File: src/rtl/multi_channel_normal_queue_pkg.sv
// Shared helpers for the multi-channel normal queue.
// Width derivations and the default pointer type.
package normal_queue_pkg;

  function automatic int ptr_w(input int depth);
    return $clog2(depth);
  endfunction

  function automatic int ch_w(input int num_ch);
    return (num_ch > 1) ? $clog2(num_ch) : 1;
  endfunction

  localparam int DEF_DEPTH = 2;
  localparam int DEF_PTR_W = ptr_w(DEF_DEPTH);

  // Pointer with wrap bit for the default depth
  typedef logic [DEF_PTR_W:0] ptr_t;

endpackage

File: src/rtl/multi_channel_normal_queue_if.sv
// Enqueue/dequeue bundle of the multi-channel queue.
// master drives producers/consumer side, slave is the queue.
interface multi_channel_normal_queue_if #(
  parameter int WIDTH  = 32,
  parameter int DEPTH  = 2,
  parameter int NUM_CH = 4
);
  import normal_queue_pkg::*;

  localparam int PTR_W = ptr_w(DEPTH);
  localparam int CH_W  = ch_w(NUM_CH);

  logic [NUM_CH-1:0]           w_val;
  logic [NUM_CH-1:0]           w_rdy;
  logic [NUM_CH*WIDTH-1:0]     w_msg;
  logic                        r_val;
  logic                        r_rdy;
  logic [WIDTH-1:0]            r_msg;
  logic [CH_W-1:0]             r_ch;
  logic [NUM_CH*(PTR_W+1)-1:0] count;

  modport master (
    output w_val, w_msg, r_rdy,
    input  w_rdy, r_val, r_msg, r_ch, count
  );

  modport slave (
    input  w_val, w_msg, r_rdy,
    output w_rdy, r_val, r_msg, r_ch, count
  );

endinterface

File: src/rtl/multi_channel_normal_queue_rr_arbiter.sv
// Round-robin arbiter with grant lock for the queue output.
// Owns the priority pointer and the held grant.
module rr_arbiter
  import normal_queue_pkg::*;
#(
  parameter int NUM_CH = 4,
  localparam int CH_W  = ch_w(NUM_CH)
) (
  input  logic              clk,
  input  logic              reset_n,
  input  logic [NUM_CH-1:0] req,
  input  logic              lock,
  input  logic              en,
  output logic [NUM_CH-1:0] gnt_oh,
  output logic [CH_W-1:0]   gnt_bin
);

  localparam logic [CH_W-1:0] LAST = CH_W'(NUM_CH - 1);
  localparam logic [CH_W-1:0] ONE  = CH_W'(1);

  logic [CH_W-1:0] prio_q;
  logic [CH_W-1:0] held_q;
  logic            locked_q;
  logic [CH_W-1:0] pick;
  logic            found;
  logic [CH_W-1:0] nxt;
  int              idx;

  always_comb begin
    pick  = '0;
    found = 1'b0;
    idx   = 0;
    for (int i = 0; i < NUM_CH; i++) begin
      idx = int'(prio_q) + i;
      if (idx >= NUM_CH) idx = idx - NUM_CH;
      if (!found && req[idx]) begin
        found = 1'b1;
        pick  = CH_W'(idx);
      end
    end
  end

  always_comb begin
    gnt_bin = locked_q ? held_q : pick;
    gnt_oh  = '0;
    if (locked_q || found) gnt_oh[gnt_bin] = 1'b1;
  end

  assign nxt = (gnt_bin == LAST) ? '0 : gnt_bin + ONE;

  // A stalled grant is frozen until it is consumed
  always_ff @(posedge clk or negedge reset_n) begin
    if (!reset_n) begin
      prio_q   <= '0;
      held_q   <= '0;
      locked_q <= 1'b0;
    end else if (en) begin
      prio_q   <= nxt;
      locked_q <= 1'b0;
    end else if (lock && !locked_q) begin
      held_q   <= gnt_bin;
      locked_q <= 1'b1;
    end
  end

endmodule

File: src/rtl/multi_channel_normal_queue.sv
// NUM_CH val/rdy FIFOs merged onto one tagged dequeue port.
// Optional same-cycle pass-through: QUEUE_BYPASS_EN.
module multi_channel_normal_queue
  import normal_queue_pkg::*;
#(
  parameter int WIDTH  = 32,
  parameter int DEPTH  = 2,
  parameter int NUM_CH = 4
) (
  input  logic clk,
  input  logic reset_n,
  multi_channel_normal_queue_if.slave q
);

  localparam int PTR_W = ptr_w(DEPTH);
  localparam int CH_W  = ch_w(NUM_CH);

  typedef logic [PTR_W:0] ch_ptr_t;

  localparam ch_ptr_t PTR_ONE = ch_ptr_t'(1);

  logic [NUM_CH-1:0] empty;
  logic [NUM_CH-1:0] full;
  logic [NUM_CH-1:0] req;
  logic [NUM_CH-1:0] byp;
  logic [NUM_CH-1:0] w_fire;
  logic [NUM_CH-1:0] r_fire;
  logic [NUM_CH-1:0] gnt_oh;
  logic [CH_W-1:0]   gnt_bin;
  logic              deq;
  logic              stall;
  logic [WIDTH-1:0]  head [NUM_CH];

  assign q.w_rdy = {NUM_CH{reset_n}} & ~full;
  assign q.r_val = |req;
  assign q.r_ch  = gnt_bin;
  assign deq     = q.r_val & q.r_rdy;
  assign stall   = q.r_val & ~q.r_rdy;

`ifdef QUEUE_BYPASS_EN
  // An empty channel offering data competes this cycle
  assign req = ~empty | (q.w_val & q.w_rdy);
  assign byp = empty & gnt_oh & {NUM_CH{deq}};
`else
  assign req = ~empty;
  assign byp = '0;
`endif

  for (genvar c = 0; c < NUM_CH; c++) begin : g_ch
    ch_ptr_t          w_ptr;
    ch_ptr_t          r_ptr;
    logic [WIDTH-1:0] mem [DEPTH];

    assign empty[c] = (w_ptr == r_ptr);
    assign full[c]  = (w_ptr[PTR_W-1:0] == r_ptr[PTR_W-1:0]) &&
                      (w_ptr[PTR_W] != r_ptr[PTR_W]);

    assign w_fire[c] = q.w_val[c] & q.w_rdy[c] & ~byp[c];
    assign r_fire[c] = deq & gnt_oh[c] & ~byp[c];

    always_ff @(posedge clk or negedge reset_n) begin
      if (!reset_n) begin
        w_ptr <= '0;
        r_ptr <= '0;
      end else begin
        if (w_fire[c]) w_ptr <= w_ptr + PTR_ONE;
        if (r_fire[c]) r_ptr <= r_ptr + PTR_ONE;
      end
    end

    always_ff @(posedge clk) begin
      if (w_fire[c]) mem[w_ptr[PTR_W-1:0]] <= q.w_msg[c*WIDTH +: WIDTH];
    end

    assign head[c] = mem[r_ptr[PTR_W-1:0]];
    assign q.count[c*(PTR_W+1) +: PTR_W+1] = w_ptr - r_ptr;
  end

  always_comb begin
    q.r_msg = head[gnt_bin];
`ifdef QUEUE_BYPASS_EN
    if (empty[gnt_bin]) q.r_msg = q.w_msg[int'(gnt_bin)*WIDTH +: WIDTH];
`endif
  end

  rr_arbiter #(
    .NUM_CH (NUM_CH)
  ) u_arb (
    .clk     (clk),
    .reset_n (reset_n),
    .req     (req),
    .lock    (stall),
    .en      (deq),
    .gnt_oh  (gnt_oh),
    .gnt_bin (gnt_bin)
  );

endmodule

File: src/flat_wrapper.sv
// flat-port wrapper written by rule: the top's interface ports become plain ports
module multi_channel_normal_queue_flat import normal_queue_pkg::*;
#(
  parameter int WIDTH  = 32,
  parameter int DEPTH  = 2,
  parameter int NUM_CH = 4
)
  (clk, reset_n, q_w_val, q_w_msg, q_r_rdy, q_w_rdy, q_r_val, q_r_msg, q_r_ch, q_count);
  multi_channel_normal_queue_if #(.WIDTH(WIDTH), .DEPTH(DEPTH), .NUM_CH(NUM_CH)) q_i ();
  input  logic clk;
  input  logic reset_n;
  input wire logic [$bits(q_i.w_val)-1:0] q_w_val;
  input wire logic [$bits(q_i.w_msg)-1:0] q_w_msg;
  input wire logic [$bits(q_i.r_rdy)-1:0] q_r_rdy;
  output wire logic [$bits(q_i.w_rdy)-1:0] q_w_rdy;
  output wire logic [$bits(q_i.r_val)-1:0] q_r_val;
  output wire logic [$bits(q_i.r_msg)-1:0] q_r_msg;
  output wire logic [$bits(q_i.r_ch)-1:0] q_r_ch;
  output wire logic [$bits(q_i.count)-1:0] q_count;
  assign q_i.w_val = q_w_val;
  assign q_i.w_msg = q_w_msg;
  assign q_i.r_rdy = q_r_rdy;
  assign q_w_rdy = q_i.w_rdy;
  assign q_r_val = q_i.r_val;
  assign q_r_msg = q_i.r_msg;
  assign q_r_ch = q_i.r_ch;
  assign q_count = q_i.count;
  multi_channel_normal_queue #(.WIDTH(WIDTH), .DEPTH(DEPTH), .NUM_CH(NUM_CH)) u_core (.clk(clk), .reset_n(reset_n), .q(q_i));
endmodule
File: config.mk
export PLATFORM = sky130hd
export DESIGN_NAME = multi_channel_normal_queue_flat
export DESIGN_NICKNAME = d
export VERILOG_FILES = /design/src/rtl/multi_channel_normal_queue_pkg.sv /design/src/rtl/multi_channel_normal_queue_if.sv /design/src/rtl/multi_channel_normal_queue_rr_arbiter.sv /design/src/rtl/multi_channel_normal_queue.sv /design/src/flat_wrapper.sv
export SDC_FILE = /design/constraint.sdc
export NUM_CORES = 1
export LEC_CHECK = 0
export ABC_AREA = 1
export CAP_MARGIN = 20
export CELL_PAD_IN_SITES_DETAIL_PLACEMENT = 0
export CELL_PAD_IN_SITES_GLOBAL_PLACEMENT = 2
export CORE_MARGIN = 1.5
export CORE_UTILIZATION = 32
export CTS_CLUSTER_SIZE = 12
export DETAILED_ROUTE_END_ITERATION = 8
export GPL_TIMING_DRIVEN = 1
export PLACE_DENSITY_LB_ADDON = 0.1
export RECOVER_POWER = 100
export SYNTH_ARGS = -nofsm -noshare
export SYNTH_HDL_FRONTEND = slang
export SYNTH_SLANG_ARGS = --single-unit
export TNS_END_PERCENT = 20
File: constraint.sdc
create_clock -name clk -period 2.59 [get_ports clk]
set_input_delay 0.518 -clock clk [delete_from_list [all_inputs] [get_ports clk]]
set_output_delay 0.518 -clock clk [all_outputs]
set_load 0.02 [all_outputs]
==> run summary <==
result of the run: finished with violations
violations in the final reports: negative setup slack
post-synth top area share: 64.2%
first drt pass iteration count: 4
P_int: 14.1 mW
type of the tightest min-delay check: reg -> reg
post-route minimum period: 3330 ps
required time worst endpoint: 2070 ps
Power, Total: 24.2 mW
final non-filler cell total: 1,802
DRC Markers: 0
number of nets in the synthesized netlist: 1,180
total power divided by cell area: 1420 nW/um^2
number of global-route vias before repair: 8,470
WL final: 35,200 microns
final-layout setup total negative slack: -24,440 ps
global placement routability congestion: 0.849
Inst Count DP: 1,723
netlist area before placement: 12,000 sq um
initial cell density of the core: 32.6%
final core area utilization: 46.3%
proportion of synthesized chip area in sequential cells: 68.6%
Leak: 6.85 nW
via/cell ratio: 4.64
sort of element at the start of the critical path: flop
Vert. Die Dim: 196 microns
cells along the critical path: ha_4 -> nand2_2 -> nand2_2 -> nand3_2 -> nand2_4 -> buf_6 -> nand3_4 -> nand3_4 -> nand2_8 -> buf_12 -> buf_12 -> nand2_1 -> nand3_2 -> nand2_2 -> buf_6
Clock transition at path regs: 60 ps
layout net count: 1,451
post-detailed-route count of antenna-violating nets: 0
count of vias placed by the detailed router: 8,355
clock insertion delay at the later pin of the skew report: 540 ps
worst setup skew after layout: 10.5 ps
remaining global-route overflow: 0
Largest stage delay, worst path: 450 ps
TritonCTS clock tree: yes
relative area change from synthesis to final layout: 41.9%
IO Pins: 182
ANT cells: 0
post-layout worst setup margin: -743 ps
final max-slew violation count: 0
Slew Limit Headroom: 39.1%
aggregate global-route resource usage: 18.0%
Final Cycle Share: 129%
Die Width: 196 microns
number of hold buffers added after CTS: 0
pin slew with the least headroom to its limit: 914 ps
number of I/O port buffers: 181
Inserted Clock Buffers: 30
final hold violations: 0
maximum vdd drop: 970 uV
row cnt: 70
part of the total power dissipated in combinational logic: 59.3%
kind of critical path: reg -> out
maximum buffer depth of the clock tree: 3
delay-heaviest family, CP: simple AND/OR/NAND/NOR gates
antenna violations before repair: 1
net switching power figure: 10.0 mW
number of synthesis warnings: 0
Critical Path Slowest Stage Cell: sky130_fd_sc_hd__dfrtp_1
core region area: 36,700 sq um
top cells by area in the synthesized netlist: sky130_fd_sc_hd__edfxtp_1 (64%), sky130_fd_sc_hd__nand2_1 (13%), sky130_fd_sc_hd__mux2i_1 (5.4%)
most prevalent standard cell on the critical path: sky130_fd_sc_hd__nand2_2
H-Tree Level Count: 1
buffer type at the clock tree root: sky130_fd_sc_hd__clkbuf_16
element type at the critical path end: output port
Buf+Inv Stages, Crit Path: 4
Setup WS pre-CTS: -864 ps
first-pass GRT wire length: 51,600 microns
Netlist cell types: 33
highest clock rate: 300 MHz
net switching fraction of the power: 41.5%
Die Footprint: 38,600 sq um
cell count after synthesis: 1,040
unrepaired setup endpoints after global routing: yes
data arrival at the endpoint of the critical path: 2810 ps
hpwl dp: 24,000 microns
largest net degree at the start of global routing: 36
max cap viols: 0
biggest fanout along the worst timing path: 7
clock share of power: 15.8%
mean post-synth cell area: 11.5 sq um
register share of total power: 24.9%
Synth Register Bits: 277
cell taking the most area after synthesis: sky130_fd_sc_hd__edfxtp_1
Final setup viols: 39
share of cells above drive strength 1: 26.2%
detail-routed net length per standard cell: 19.5 microns
number of DRC markers after the initial detailed-route iteration: 409
# clock sinks: 277
[routing by layer]
layer	routed length [microns]	part of all wire (%)	track usage (%)	vias to the layer above
met3	1510	4.3	2.79	34
met2	18200	52	32.3	176
met5	17	0.048	0	-
li1	-	-	-	4118
met4	430	1.2	3.33	2
met1	15100	43	23.1	4025
[cells in the mapped netlist]
cell / n
sky130_fd_sc_hd__nor2_2: 1
sky130_fd_sc_hd__buf_6: 8
sky130_fd_sc_hd__inv_2: 2
sky130_fd_sc_hd__nand3_4: 1
sky130_fd_sc_hd__buf_1: 2
sky130_fd_sc_hd__xnor2_2: 1
sky130_fd_sc_hd__nor3_1: 1
sky130_fd_sc_hd__buf_4: 4
sky130_fd_sc_hd__mux2i_1: 64
sky130_fd_sc_hd__inv_1: 31
sky130_fd_sc_hd__a21oi_1: 1
sky130_fd_sc_hd__nand2_2: 3
sky130_fd_sc_hd__a21boi_0: 1
sky130_fd_sc_hd__xor2_1: 13
sky130_fd_sc_hd__nor2_1: 16
sky130_fd_sc_hd__clkinv_1: 1
sky130_fd_sc_hd__o21ai_0: 9
sky130_fd_sc_hd__ha_1: 5
sky130_fd_sc_hd__nand2_4: 1
sky130_fd_sc_hd__inv_4: 1
sky130_fd_sc_hd__or2_2: 2
sky130_fd_sc_hd__nand4_1: 8
sky130_fd_sc_hd__o21bai_1: 4
sky130_fd_sc_hd__dfrtp_1: 21
sky130_fd_sc_hd__o21ai_2: 1
sky130_fd_sc_hd__nand3_2: 2
sky130_fd_sc_hd__nor4_1: 1
sky130_fd_sc_hd__clkbuf_1: 30
sky130_fd_sc_hd__edfxtp_1: 256
sky130_fd_sc_hd__nand3_1: 124
sky130_fd_sc_hd__xnor2_1: 4
sky130_fd_sc_hd__nand2_1: 413
sky130_fd_sc_hd__buf_2: 8
[sequential cells by signal, summed over array words and instances, names as in the netlist]
name and cells:
u_core.u_arb.held_q 2, u_core.g_ch.w_ptr 8, u_core.u_arb.prio_q 2, u_core.g_ch.mem 256, u_core.u_arb.locked_q 1, u_core.g_ch.r_ptr 8
[cells by family (layout without fill, tap and decap cells)]
| group | count (synthesis) | count (layout) | share of synthesized area (%) |
|---|---|---|---|
| flops | 277 | 277 | 68.6 |
| mux | 64 | 64 | 5.35 |
| compound gates | 16 | 16 | 0.805 |
| xor+xnor | 18 | 18 | 1.38 |
| buf+inv | 87 | 381 | 3.46 |
| fa+ha+maj | 5 | 5 | 0.523 |
| simple gates | 573 | 573 | 19.9 |
[power groups by stage]
| stage | Sequential [mW] | Clock [mW] | Combinational, mW |
|---|---|---|---|
| floorplan | 6.06 | 0 | 6.15 |
| global placement | 6.07 | 0 | 11.7 |
| detailed placement | 6.09 | 0 | 11.6 |
| CTS | 6.02 | 3.94 | 13.6 |
| global route | 6.09 | 4.10 | 15.5 |
| finish | 6.02 | 3.81 | 14.3 |
[final cells by class]
class,instances,area [sq um]
Fill cell,3403,19700
Tap cell,468,586
Timing Repair Buffer,291,3110
Clock inverter,16,68.8
Clock buffer,39,806
Inverter,35,134
Sequential cell,277,8220
Multi-Input combinational cell,676,4070
[worst register-to-register path, stage by stage (launching register included)]
cell and delay, ps:
sky130_fd_sc_hd__dfrtp_1 450, sky130_fd_sc_hd__ha_4 340, sky130_fd_sc_hd__nand3_4 100, sky130_fd_sc_hd__nand3_4 90
sky130_fd_sc_hd__nand2_4 70, sky130_fd_sc_hd__nor2_4 110, sky130_fd_sc_hd__nand3_2 80, sky130_fd_sc_hd__nand2_2 90
sky130_fd_sc_hd__nand3_4 140, sky130_fd_sc_hd__buf_12 190, sky130_fd_sc_hd__clkbuf_16 180, sky130_fd_sc_hd__nand2_1 60
sky130_fd_sc_hd__ha_1 160, sky130_fd_sc_hd__nand2_1 110, sky130_fd_sc_hd__nor2_2 140, sky130_fd_sc_hd__xor2_1 140
[layout by cell type, fill, tap and decap left out, drive strengths merged, types with 4 or more instances in the layout]
cell,synthesis,final
nand4,8,8
buf,22,134
ha,5,5
nand2,417,417
clkinv,1,16
nand3,127,127
dlygate4sd3,0,129
nor2,17,17
clkdlybuf4s50,0,7
dfrtp,21,21
dlygate4sd2,0,7
inv,34,34
mux2i,64,64
xnor2,5,5
o21ai,10,10
o21bai,4,4
xor2,13,13
edfxtp,256,256
clkbuf,30,50
[worst paths after layout]
check / startpoint / to / slack, ps / cells past startpoint
max: u_core.g_ch[0].r_ptr[0] / q_r_msg[15] / -740 / 15
min: u_core.u_arb.held_q[1] / u_core.u_arb.held_q[1] / 530 / 2
max reg2reg: u_core.g_ch[0].r_ptr[0] / u_core.g_ch[3].r_ptr[1] / 60 / 15
min reg2reg: u_core.u_arb.held_q[1] / u_core.u_arb.held_q[1] / 530 / 2
max in group asynchronous: reset_n / u_core.u_arb.prio_q[0] / 730 / 3
min in group asynchronous: reset_n / u_core.g_ch[0].w_ptr[0] / 540 / 2
[through the flow]
stage | hold slack [ps] | cell area, sq um
after detailed placement | 507 | 15000
after CTS | 271 | 16600
after floorplan | 222 | 12000
final | 533 | 17000
after global placement | 503 | 15000
after global routing | 547 | 17000
[timing repair]
action                                  4_1_cts  5_1_grt
resized for setup                           311       92
endpoints found under the setup margin       45       46
setup buffers                                14        2
pin swaps                                    49       42
cloned                                        4        5
Power figures use the tool's default switching activity.
